===== src/rtl/modexp_pkg.sv =====
// Shared constants for the square-and-multiply modular exponentiation controller.
package modexp_pkg;

  localparam int DEF_WIDTH     = 16;
  localparam int DEF_EXP_WIDTH = 16;
  localparam int PROD_WIDTH    = 2 * DEF_WIDTH;

  // Cycles the shared reducer takes from start pulse to completion pulse in benches.
  localparam int RED_LATENCY = 15;

  localparam int STATE_W = 4;

  localparam logic [3:0] ST_IDLE      = 4'd0;
  localparam logic [3:0] ST_BASE_RED  = 4'd1;
  localparam logic [3:0] ST_SQ_MUL    = 4'd2;
  localparam logic [3:0] ST_SQ_ISSUE  = 4'd3;
  localparam logic [3:0] ST_SQ_WAIT   = 4'd4;
  localparam logic [3:0] ST_MUL_MUL   = 4'd5;
  localparam logic [3:0] ST_MUL_ISSUE = 4'd6;
  localparam logic [3:0] ST_MUL_WAIT  = 4'd7;
  localparam logic [3:0] ST_NEXT      = 4'd8;
  localparam logic [3:0] ST_DONE      = 4'd9;

endpackage


===== src/rtl/modexp_mul.sv =====
// Registered WIDTH x WIDTH multiplier; the full-width product appears one cycle after the operands.
module modexp_mul
  import modexp_pkg::*;
#(
  parameter int WIDTH = DEF_WIDTH
) (
  input  logic               clk_in,
  input  logic               rst_in,
  input  logic [WIDTH-1:0]   a_in,
  input  logic [WIDTH-1:0]   b_in,
  output logic [2*WIDTH-1:0] p_out
);

  logic [2*WIDTH-1:0] p_d;
  logic [2*WIDTH-1:0] p_q;

  always_comb begin
    p_d = {{WIDTH{1'b0}}, a_in} * {{WIDTH{1'b0}}, b_in};
  end

  always_ff @(posedge clk_in) begin
    if (rst_in) begin
      p_q <= '0;
    end else begin
      p_q <= p_d;
    end
  end

  assign p_out = p_q;

endmodule


===== src/rtl/modexp_ctrl.sv =====
// Left-to-right square-and-multiply sequencer computing base^exp mod modulus
// with an internal multiplier and an external shared reducer.
module modexp_ctrl
  import modexp_pkg::*;
#(
  parameter int WIDTH     = DEF_WIDTH,
  parameter int EXP_WIDTH = DEF_EXP_WIDTH
) (
  input  logic                 clk_in,
  input  logic                 rst_in,
  input  logic                 ready_in,
  input  logic [WIDTH-1:0]     base_in,
  input  logic [EXP_WIDTH-1:0] exp_in,
  input  logic [WIDTH-1:0]     modulus_in,
  output logic [WIDTH-1:0]     value_out,
  output logic                 busy_out,
  output logic                 valid_out,
  output logic                 err_out,
  output logic                 red_ready_out,
  output logic [2*WIDTH-1:0]   red_value_out,
  output logic [2*WIDTH-1:0]   red_modulus_out,
  input  logic [2*WIDTH-1:0]   red_value_in,
  input  logic                 red_valid_in
);

  localparam int PW    = 2 * WIDTH;
  localparam int IDX_W = (EXP_WIDTH > 1) ? $clog2(EXP_WIDTH) : 1;
  localparam logic [IDX_W-1:0] IDX_TOP = IDX_W'(EXP_WIDTH - 1);

  logic [STATE_W-1:0]   state_q, state_d;
  logic [EXP_WIDTH-1:0] exp_q, exp_d;
  logic [WIDTH-1:0]     mod_q, mod_d;
  logic [WIDTH-1:0]     base_red_q, base_red_d;
  logic [WIDTH-1:0]     acc_q, acc_d;
  logic [IDX_W-1:0]     idx_q, idx_d;
  logic [WIDTH-1:0]     value_q, value_d;
  logic                 busy_q, busy_d;
  logic                 busy_prev_q, busy_prev_d;
  logic                 err_q, err_d;
  logic                 red_ready_q, red_ready_d;
  logic [PW-1:0]        red_value_q, red_value_d;

  logic [WIDTH-1:0]     mul_b;
  logic [PW-1:0]        mul_p;
  logic                 red_hi_unused;

  modexp_mul #(.WIDTH(WIDTH)) u_mul (
    .clk_in (clk_in),
    .rst_in (rst_in),
    .a_in   (acc_q),
    .b_in   (mul_b),
    .p_out  (mul_p)
  );

  // Reducer handshake: red_ready_out pulses one cycle with red_value_out valid;
  // red_value_out then holds until red_valid_in pulses. At most one reduction
  // is in flight, and red_valid_in is only honoured in the matching wait state.
  always_comb begin
    state_d     = state_q;
    exp_d       = exp_q;
    mod_d       = mod_q;
    base_red_d  = base_red_q;
    acc_d       = acc_q;
    idx_d       = idx_q;
    value_d     = value_q;
    busy_d      = busy_q;
    busy_prev_d = busy_q;
    err_d       = err_q;
    red_ready_d = 1'b0;
    red_value_d = red_value_q;
    mul_b       = (state_q == ST_MUL_MUL) ? base_red_q : acc_q;

    case (state_q)
      ST_IDLE: begin
        if (ready_in) begin
          exp_d  = exp_in;
          mod_d  = modulus_in;
          busy_d = 1'b1;
          err_d  = 1'b0;
          idx_d  = IDX_TOP;
          acc_d  = '0;
          // Moduli 0 and 1 have a fixed answer of 0, so no reduction is needed.
          if (modulus_in <= WIDTH'(1)) begin
            state_d = ST_DONE;
          end else begin
            state_d     = ST_BASE_RED;
            red_ready_d = 1'b1;
            red_value_d = {{WIDTH{1'b0}}, base_in};
          end
        end
      end
      ST_BASE_RED: begin
        if (red_valid_in) begin
          base_red_d = red_value_in[WIDTH-1:0];
          acc_d      = WIDTH'(1);
          state_d    = ST_SQ_MUL;
        end
      end
      ST_SQ_MUL:   state_d = ST_SQ_ISSUE;
      ST_SQ_ISSUE: begin
        red_ready_d = 1'b1;
        red_value_d = mul_p;
        state_d     = ST_SQ_WAIT;
      end
      ST_SQ_WAIT: begin
        if (red_valid_in) begin
          acc_d   = red_value_in[WIDTH-1:0];
          state_d = exp_q[idx_q] ? ST_MUL_MUL : ST_NEXT;
        end
      end
      ST_MUL_MUL:   state_d = ST_MUL_ISSUE;
      ST_MUL_ISSUE: begin
        red_ready_d = 1'b1;
        red_value_d = mul_p;
        state_d     = ST_MUL_WAIT;
      end
      ST_MUL_WAIT: begin
        if (red_valid_in) begin
          acc_d   = red_value_in[WIDTH-1:0];
          state_d = ST_NEXT;
        end
      end
      ST_NEXT: begin
        if (idx_q == '0) begin
          state_d = ST_DONE;
        end else begin
          idx_d   = idx_q - IDX_W'(1);
          state_d = ST_SQ_MUL;
        end
      end
      ST_DONE: begin
        value_d = acc_q;
        busy_d  = 1'b0;
        err_d   = (mod_q == '0);
        state_d = ST_IDLE;
      end
      default: state_d = ST_IDLE;
    endcase
  end

  always_ff @(posedge clk_in) begin
    if (rst_in) begin
      state_q     <= ST_IDLE;
      exp_q       <= '0;
      mod_q       <= '0;
      base_red_q  <= '0;
      acc_q       <= '0;
      idx_q       <= IDX_TOP;
      value_q     <= '0;
      busy_q      <= 1'b0;
      busy_prev_q <= 1'b0;
      err_q       <= 1'b0;
      red_ready_q <= 1'b0;
      red_value_q <= '0;
    end else begin
      state_q     <= state_d;
      exp_q       <= exp_d;
      mod_q       <= mod_d;
      base_red_q  <= base_red_d;
      acc_q       <= acc_d;
      idx_q       <= idx_d;
      value_q     <= value_d;
      busy_q      <= busy_d;
      busy_prev_q <= busy_prev_d;
      err_q       <= err_d;
      red_ready_q <= red_ready_d;
      red_value_q <= red_value_d;
    end
  end

  assign value_out       = value_q;
  assign busy_out        = busy_q;
  assign valid_out       = busy_prev_q & ~busy_q;
  assign err_out         = err_q;
  assign red_ready_out   = red_ready_q;
  assign red_value_out   = red_value_q;
  assign red_modulus_out = {{WIDTH{1'b0}}, mod_q};
  assign red_hi_unused   = ^red_value_in[PW-1:WIDTH];

endmodule


===== config.mk =====
export PLATFORM = sky130hd
export DESIGN_NAME = modexp_ctrl
export DESIGN_NICKNAME = d
export VERILOG_FILES = /design/src/rtl/modexp_pkg.sv /design/src/rtl/modexp_mul.sv /design/src/rtl/modexp_ctrl.sv
export SDC_FILE = /design/constraint.sdc
export NUM_CORES = 1
export LEC_CHECK = 0
export BUFFER_PORTS_ARGS = -buffer_cell sky130_fd_sc_hd__buf_2
export CAP_MARGIN = 40
export CORE_MARGIN = 2
export CORE_UTILIZATION = 30
export CTS_CLUSTER_SIZE = 28
export DETAILED_ROUTE_END_ITERATION = 8
export SLEW_MARGIN = 30
export SYNTH_ARGS = -nofsm -noshare
export SYNTH_HDL_FRONTEND = slang
export SYNTH_SLANG_ARGS = --single-unit

===== constraint.sdc =====
create_clock -name clk_in -period 12.1 [get_ports clk_in]
set_input_delay 1.21 -clock clk_in [delete_from_list [all_inputs] [get_ports clk_in]]
set_output_delay 1.21 -clock clk_in [all_outputs]
set_load 0.03 [all_outputs]

== After elaboration in Yosys (flattened, before gate mapping) ==
Cells that the tools add are included.

* Add/sub/neg operators: 1
* Multipliers: 1
* Order comparisons: 2
* Eq/ne operators: 16
* Muxes and demuxes: 28
* Bitwise gates (word level): 2
* Reduce and logical (&&, ||, !) cells: 16

{| class="wikitable"
|+ Operators with widths
! kind !! count
|-
| 2-to-1 mux 16 bit || 4
|-
| 2-to-1 mux 32 bit || 2
|-
| one-hot mux 32 bit (2 select lines) || 1
|-
| one-hot mux 16 bit (3 select lines) || 1
|-
| 2-to-1 mux 4 bit || 9
|-
| one-hot mux 4 bit (9 select lines) || 1
|-
| multiplier 16 x 16 -> 32 bit || 1
|-
| == test 4 x 3 -> 1 bit (second input constant) || 4
|-
| less-or-equal comparator 16 x 1 -> 1 bit (second input constant) || 1
|-
| logical NOT 16 bit || 1
|-
| inequality test 2 bit (second input constant) || 6
|-
| == test 4 x 2 -> 1 bit (second input constant) || 2
|-
| == test 4 bit (second input constant) || 2
|-
| logical NOT 4 bit || 2
|-
| one-hot mux 4 bit (2 select lines) || 1
|-
| AND reduction 4 bit || 2
|-
| one-hot mux 1 bit (2 select lines) || 3
|-
| AND reduction 2 bit || 3
|-
| AND reduction 3 bit || 2
|-
| nonzero test 2 bit || 3
|-
| < comparator 4 x 5 -> 1 bit (second input constant) || 1
|-
| 2-to-1 mux 1 bit || 5
|-
| binary-select mux 1 bit (select 4 bit) || 1
|-
| == test 4 x 1 -> 1 bit (second input constant) || 1
|-
| 6 further kinds || 7
|}

* Bits in registers: 156
* Output and inout bits: 84
* Logic and storage cells: 79

== Longest topological paths before layout ==
Gate-level depths: netlist of run 1.

* Depth after elaboration: 5
* Gate-level depth with buffers: 30
* Gate-level depth less buffers: 24

== Hierarchy ==
A second synthesis of run 1 with hierarchy kept.

* Cells, all modules: 1671
* Area, all modules: 14624.0 um^2

{| class="wikitable"
|+ By module, submodules not included
! module !! instances !! cells each !! area each (um^2)
|-
| modexp_mul || 1 || 1058 || 9350.2
|-
| modexp_ctrl || 1 || 613 || 5273.8
|}

== Worst setup path after synthesis of run 1 ==
Ideal clock, no wire load.

* Path type: flip-flop to flip-flop
* From: reg state_q[2]
* To: reg u_mul.p_q[31], in the netlist u_mul.p_out[31]
* Setup time: 131 ps
* Data arrival time: 6349 ps
* Data required time: 11969 ps
* Path slack: 5621 ps
* Cell stages (with the launch flop): 27
* Buffers on the path: 4
* Clock period less this slack: 6479 ps
* Path through: dfxtp_1 buf_2 nor2b_1 and2_1 buf_4 mux2i_1 buf_2 nor2b_1 fa_1 inv_1 fa_1 fa_1 inv_1 fa_1 fa_1 inv_1 fa_1 inv_1 ha_1 buf_2 and2_4 and2b_1 and3_1 or3_4 a41oi_2 a21o_1 a21oi_2

* Word-level cells in the longest chain between the ends: 3

{| class="wikitable"
|+ RTL lines
! element !! line !! text
|-
| start: declaration || modexp_ctrl.sv:30 || <nowiki>logic [STATE_W-1:0] state_q, state_d;</nowiki>
|-
| start signal: assignment || modexp_ctrl.sv:156 || <nowiki>state_q <= state_d;</nowiki>
|-
| == test 4 x 3 -> 1 bit || modexp_ctrl.sv:71 || <nowiki>mul_b = (state_q == ST_MUL_MUL) ? base_red_q : acc_q;</nowiki>
|-
| 2-to-1 mux 16 bit || modexp_ctrl.sv:71 ||
|-
| multiplier 16 x 16 -> 32 bit || modexp_mul.sv:18 || <nowiki>p_d = {{WIDTH{1'b0}}, a_in} * {{WIDTH{1'b0}}, b_in};</nowiki>
|-
| end signal: assignment || modexp_mul.sv:25 || <nowiki>p_q <= p_d;</nowiki>
|-
| end: declaration || modexp_mul.sv:15 || <nowiki>logic [2*WIDTH-1:0] p_q;</nowiki>
|}

No other way between the ends.
A chain may end at the register's enable or synchronous reset.

== Worst setup path in the final report of run 1 ==
* From: reg state_q[2]
* To: reg u_mul.p_q[30], in the netlist u_mul.p_out[30]

Same word-level chain as after synthesis.

==> results of run 1 <==
## metrics by stage
stage / cell area (um^2) / power (mW) / cells
after floorplan: 14700 / 0.696 / 1730
after global placement: 15600 / 0.740 / 2367
after detailed placement: 15800 / 0.750 / 2375
after CTS: 16400 / 1.30 / 2406
after global routing: 16500 / 1.35 / 2412
final: 16500 / 1.29 / 2412
## logic make-up (layout without fill, tap and decap cells)
group	Yosys count	count (layout)
DFF	156	156
and+or+nand+nor	628	628
xor gates and xnor gates	29	29
adders and majority gates	299	299
other	1	16
muxes	27	27
AOI/OAI and AO/OA	231	231
buffers and inverters	344	404
## power by group through the flow
| stage | Clock (mW) | Combinational, mW | Sequential, mW |
|---|---|---|---|
| global placement | 0 | 0.172 | 0.568 |
| finish | 0.553 | 0.183 | 0.557 |
| CTS | 0.562 | 0.182 | 0.557 |
| detailed placement | 0 | 0.181 | 0.569 |
| floorplan | 0 | 0.109 | 0.588 |
| global route | 0.587 | 0.201 | 0.560 |
## final timing paths
path	from	end	slack, ns	cells after the start
worst max-delay path	state_q[2]	u_mul.p_out[30]	4.20	23
worst min register to register	value_out[15]	value_out[15]	0.45	2
worst min-delay path	value_out[15]	value_out[15]	0.45	2
worst max register to register	state_q[2]	u_mul.p_out[30]	4.20	23
## metal layers
metal  vias to the layer above  track usage  wire (um)
met4                         2       0.0412        796
met1                      5878        0.206      16700
met2                       330        0.268      18600
li1                       5509            -          -
met3                        52       0.0222       1960
met5                         -            0         13
## state kept, by name (all words and copies together) (netlist names), 4 cells and up
name / cells
acc_q: 16
idx_q: 4
mod_q: 16
state_q: 4
value_out: 16
u_mul.p_out: 32
red_value_out: 32
exp_q: 16
base_red_q: 16
## critical path, stage by stage (launching register included)
cell     delay [ns]
dfxtp_1        0.68
nor2b_1        0.38
and2_1         0.53
mux2i_1        0.63
buf_4          0.30
nor2b_1        0.08
fa_1           0.48
inv_1          0.05
fa_1           0.47
fa_1           0.52
inv_1          0.06
fa_1           0.51
fa_1           0.50
inv_1          0.05
fa_1           0.47
inv_1          0.04
ha_1           0.44
nand2_1        0.17
o22ai_1        0.33
nor4_1         0.09
a21oi_1        0.40
nand4_1        0.17
nand2_1        0.11
mux2_2         0.32
## layout by cell type (no fill, tap or decap), types with 9 or more instances in the layout
master | netlist | final
nand2_1 | 320 | 320
inv_1 | 214 | 214
fa_1 | 194 | 194
dfxtp_1 | 156 | 156
buf_2 | 28 | 134
nor2_1 | 106 | 106
ha_1 | 105 | 105
a21oi_1 | 95 | 95
and2_1 | 81 | 81
nor2b_1 | 52 | 52
a22oi_1 | 32 | 32
o21ai_0 | 24 | 24
a211oi_1 | 19 | 19
mux2i_1 | 18 | 18
xnor2_1 | 18 | 18
clkbuf_16 | 0 | 17
conb_1 | 1 | 16
nor4_1 | 13 | 13
a21o_1 | 12 | 12
buf_4 | 23 | 12
xor2_1 | 11 | 11
o21a_1 | 10 | 10
nand2b_1 | 10 | 10
o211ai_1 | 9 | 9
## cell type report
type,instances,area (um^2)
clock buffers,21,460
inverters,214,803
fillers,5111,32200
repair buffers,159,950
well taps,622,778
multi-input cells,1230,10200
clock inverters,10,139
flip-flops and latches,156,3120
==> flow_summary.yaml, run 1 <==
power_and_ir_drop:
  power_density_nw_per_um2: 78.6
  power_frac_clock: 0.428
  ir_drop_v: 0.0000722
  power_frac_comb: 0.142
  leakage_nw: 7.62
  swShare: 0.281
  power_frac_seq: 0.431
  p_int_mw: 0.930
  p_sw_mw: 0.363
status:
  outcome: "complete, no violations"
logic_synthesis:
  synth_top_area_frac: 0.264
  synth_compound_area_frac: 0.0991
  synth_edf_count: 0
  synth_area_leaders: "fa_1 (26%), dfxtp_1 (21%), ha_1 (8.9%), nand2_1 (8.2%), inv_1 (5.5%)"
  synth_simple_gate_area_frac: 0.196
  yosysSeqAreaShare: 0.213
  synth_top_family_by_area: "adder cells"
  synthAdderAreaFrac: 0.354
  synthFlopType: "dfxtp_1"
  synthMuxAreaShare: 0.0232
  yosys_warnings: 0
  ys_ff_latch: 156
  synth.avg_cell_area_um2: 8.57
  synth-xor-area-share: 0.0173
  yosysMostFrequentCell: "nand2_1"
  yosys-top-cells-count: "nand2_1 (320), inv_1 (214), fa_1 (194), dfxtp_1 (156), nor2_1 (106)"
  async_reset_ff_frac: 0
  synth_cells: 1715
  syn_area_um2: 14700
  synth_top_area_cell: "fa_1"
  ys_types: 62
global_routing:
  grt_pass1_wl_mm: 63.0
  grt_overflow_total: 0
  grt_usage: 0.156
  grt_pass1_vias: 12100
  grt_antenna_before_repair: 1
  grt_max_degree: 84
route:
  finalWirelength_mm: 38.2
  ant_nets: 0
  routed_via_density: 4.88
  firstDrtPassIters: 6
  wl_per_cell_um: 15.8
  vias: 11800
  dr.first_iter.drc_count: 728
  drc_errors: 0
setup_path:
  required_ns: 12.42
  crit_type: "reg2reg"
  end_kind: "register"
  arrival_ns: 8.22
  critPathMaxFanout: 18
  critPathLaunchType: "register"
min_path:
  min_path_type: "reg2reg"
die:
  die_w_um: 225
  die_y_um: 225
  start_util: 0.302
  pin_count: 168
  design.die.area_um2: 50800
  core_area_um2: 48600
  rows: 81
placement:
  pre_cts_ws_ns: 4.28
  hpwl_mm: 29.7
  io_buffers: 135
  gp_congestion: 0.871
cts:
  holdBufCountCts: 0
  htreeDepth: 4
  postCtsSetupBuffers: 0
  cts_sinks: 156
  cts_tree: "done"
  cts_root_buffer: "clkbuf_16"
  ctsResizeCount: 0
  clk_latency_ns: 0.44
  cts_buffer_depth: 2
  clk_pin_slew_ns: 0.06
  cts_buffers: 17
sta:
  finalClockSkew_ns: 0.0166
  tns_ns: 0
  rsz0062_at_grt: "false"
  max_freq_ghz: 0.127
  relSlewSlack: 0.463
  drv_slew: 0
  worst_pin_slew_ns: 0.804
  finalHoldViolCount: 0
  setup_viol: 0
  fin_hold_ws_ns: 0.452
  fin_crit_ns: 7.90
  period_share: 0.653
  setup_ws_ns: 4.20
layout:
  area_growth_pct: 12.0
  fin_nets: 2161
  diodes: 0
  drive_above_1_share: 0.119
  final_core_util: 0.338
flow_run:
  drv_cap: 0
No activity file was read; power rests on OpenSTA's default activity.
==> run 2: changes to the inputs <==
==> constraint.sdc (replaced) <==
create_clock -name clk_in -period 7.85 [get_ports clk_in]
set_input_delay 0.785 -clock clk_in [delete_from_list [all_inputs] [get_ports clk_in]]
set_output_delay 0.785 -clock clk_in [all_outputs]
set_load 0.03 [all_outputs]
==> flow_summary.yaml, run 2 (synthesized netlist as in run 1, its figures left out) <==
setup_path:
  worst_r2r_path_depth: 25
  crit_family: "adder cells"
  path_depth: 25
  crit_buf_inv: 6
  critPathLaunchType: "register"
  critical-path-max-stage-delay_ns: 0.64
  r2r_start: "state_q[0]"
  slowest_stage: "dfxtp_1"
  rr_endpoint: "u_mul.p_out[30]"
  cp-startpoint: "state_q[0]"
  r2r_slack_ns: 0.42
  arrival_ns: 7.75
  required_ns: 8.17
  critPathMostFrequentCell: "fa_1"
  end_kind: "register"
  critPathMaxFanout: 16
  crit_type: "reg2reg"
power_and_ir_drop:
  p_sw_mw: 0.569
  ir_drop_v: 0.000103
  power_frac_clock: 0.403
  p_total_mw: 1.91
  leakage_nw: 7.68
  power_frac_seq: 0.449
  power_density_nw_per_um2: 116
  swShare: 0.297
  p_int_mw: 1.34
  power_frac_comb: 0.148
layout:
  diodes: 0
  fin_area_um2: 16500
  fin_nets: 2179
  fill_cells: 5078
  drive_above_1_share: 0.129
  final_common_cell: "nand2_1"
  area_growth_pct: 12.3
  final_cell_mix: "nand2_1 (319), inv_1 (214), fa_1 (194)"
min_path:
  worstHoldEndpoint: "exp_q[4]"
  hp-start: "exp_q[4]"
  hold_depth: 2
  min_path_type: "reg2reg"
placement:
  gp_congestion: 0.889
  io_buffers: 135
  hpwl_mm: 29.9
  place_area_um2: 15900
sta:
  rsz0062_at_grt: "false"
  drv_slew: 0
  finalClockSkew_ns: 0.0115
  relSlewSlack: 0.448
  period_share: 0.947
  max_freq_ghz: 0.135
  finalHoldViolCount: 0
  worst_pin_slew_ns: 0.827
  tns_ns: 0
  fin_crit_ns: 7.43
  fin_hold_ws_ns: 0.453
  setup_viol: 0
cts:
  cts_root_buffer: "clkbuf_16"
  cts_sinks: 156
  cts_buffers: 17
  clk_latency_ns: 0.44
  cts_buffer_depth: 2
  cts_tree: "done"
  htreeDepth: 4
  postCtsSetupBuffers: 0
  clk_pin_slew_ns: 0.06
global_routing:
  grt_pass1_wl_mm: 63.4
  grt_pass1_vias: 12200
  grt_antenna_before_repair: 1
  grt_usage: 0.159
  grt_max_degree: 82
  grt_overflow_total: 0
route:
  ant_nets: 0
  vias: 11700
  finalWirelength_mm: 38.4
  routed_via_density: 4.82
  drc_errors: 0
  dr.first_iter.drc_count: 679
  firstDrtPassIters: 5
  wl_per_cell_um: 15.8
flow_run:
  drv_cap: 0
die:
  rows: 81
  design.die.area_um2: 50800
  pin_count: 168
  core_area_um2: 48600
  die_w_um: 225
  die_y_um: 225
  start_util: 0.302
status:
  outcome: "complete, no violations"
## run 2: worst max path at each step
stage,slack (ns),endpoint
floorplan,1.37,u_mul.p_out[31]
global placement,0.61,u_mul.p_out[29]
detailed placement,0.53,u_mul.p_out[29]
CTS,0.50,u_mul.p_out[29]
global route,0.02,u_mul.p_out[30]
finish,0.42,u_mul.p_out[30]
## run 2: worst min-delay path, stage by stage, from the launching register on
cell and delay (ns):
dfxtp_1 0.31, nand2_1 0.05, a21oi_1 0.05
## run 2: stage by stage
step,cells,util,setup WS [ns]
final,2431,0.339,0.418
after global routing,2431,0.339,0.0224
after CTS,2430,0.339,0.505
after detailed placement,2398,0.328,0.531
after global placement,2394,0.326,0.610
after floorplan,1730,-,1.37
## run 2: cell type report
class | count | area, um^2 | area share
clock buffer | 21 | 460 | 0.0279
timing repair buffer | 177 | 1050 | 0.0635
tap | 622 | 778 | 0.0472
sequential | 156 | 3120 | 0.189
clock inverter | 11 | 85.1 | 0.00516
inverter | 214 | 803 | 0.0487
multi-input combinational | 1230 | 10200 | 0.618
## run 2: timing repair
| action | in CTS | in global routing |
|---|---|---|
| setup endpoints to repair | 0 | 1 |
| hold buffers | 0 | 0 |
| gates resized for setup | 0 | 1 |
## run 2: per-layer routing
layer | track usage | vias up | part of all wire
met5 | 0 | - | 0.00034
met4 | 0.0423 | 2 | 0.023
met3 | 0.0262 | 57 | 0.052
met2 | 0.272 | 288 | 0.48
met1 | 0.207 | 5819 | 0.44
li1 | - | 5540 | -
## run 2: power groups by stage
stage	Combinational, mW	Sequential (mW)	Clock (mW)
2_1_floorplan	0.168	0.906	0
3_3_place_gp	0.269	0.875	0
3_5_place_dp	0.282	0.877	0
4_1_cts	0.283	0.859	0.788
5_1_grt	0.312	0.864	0.822
6_report	0.283	0.859	0.770
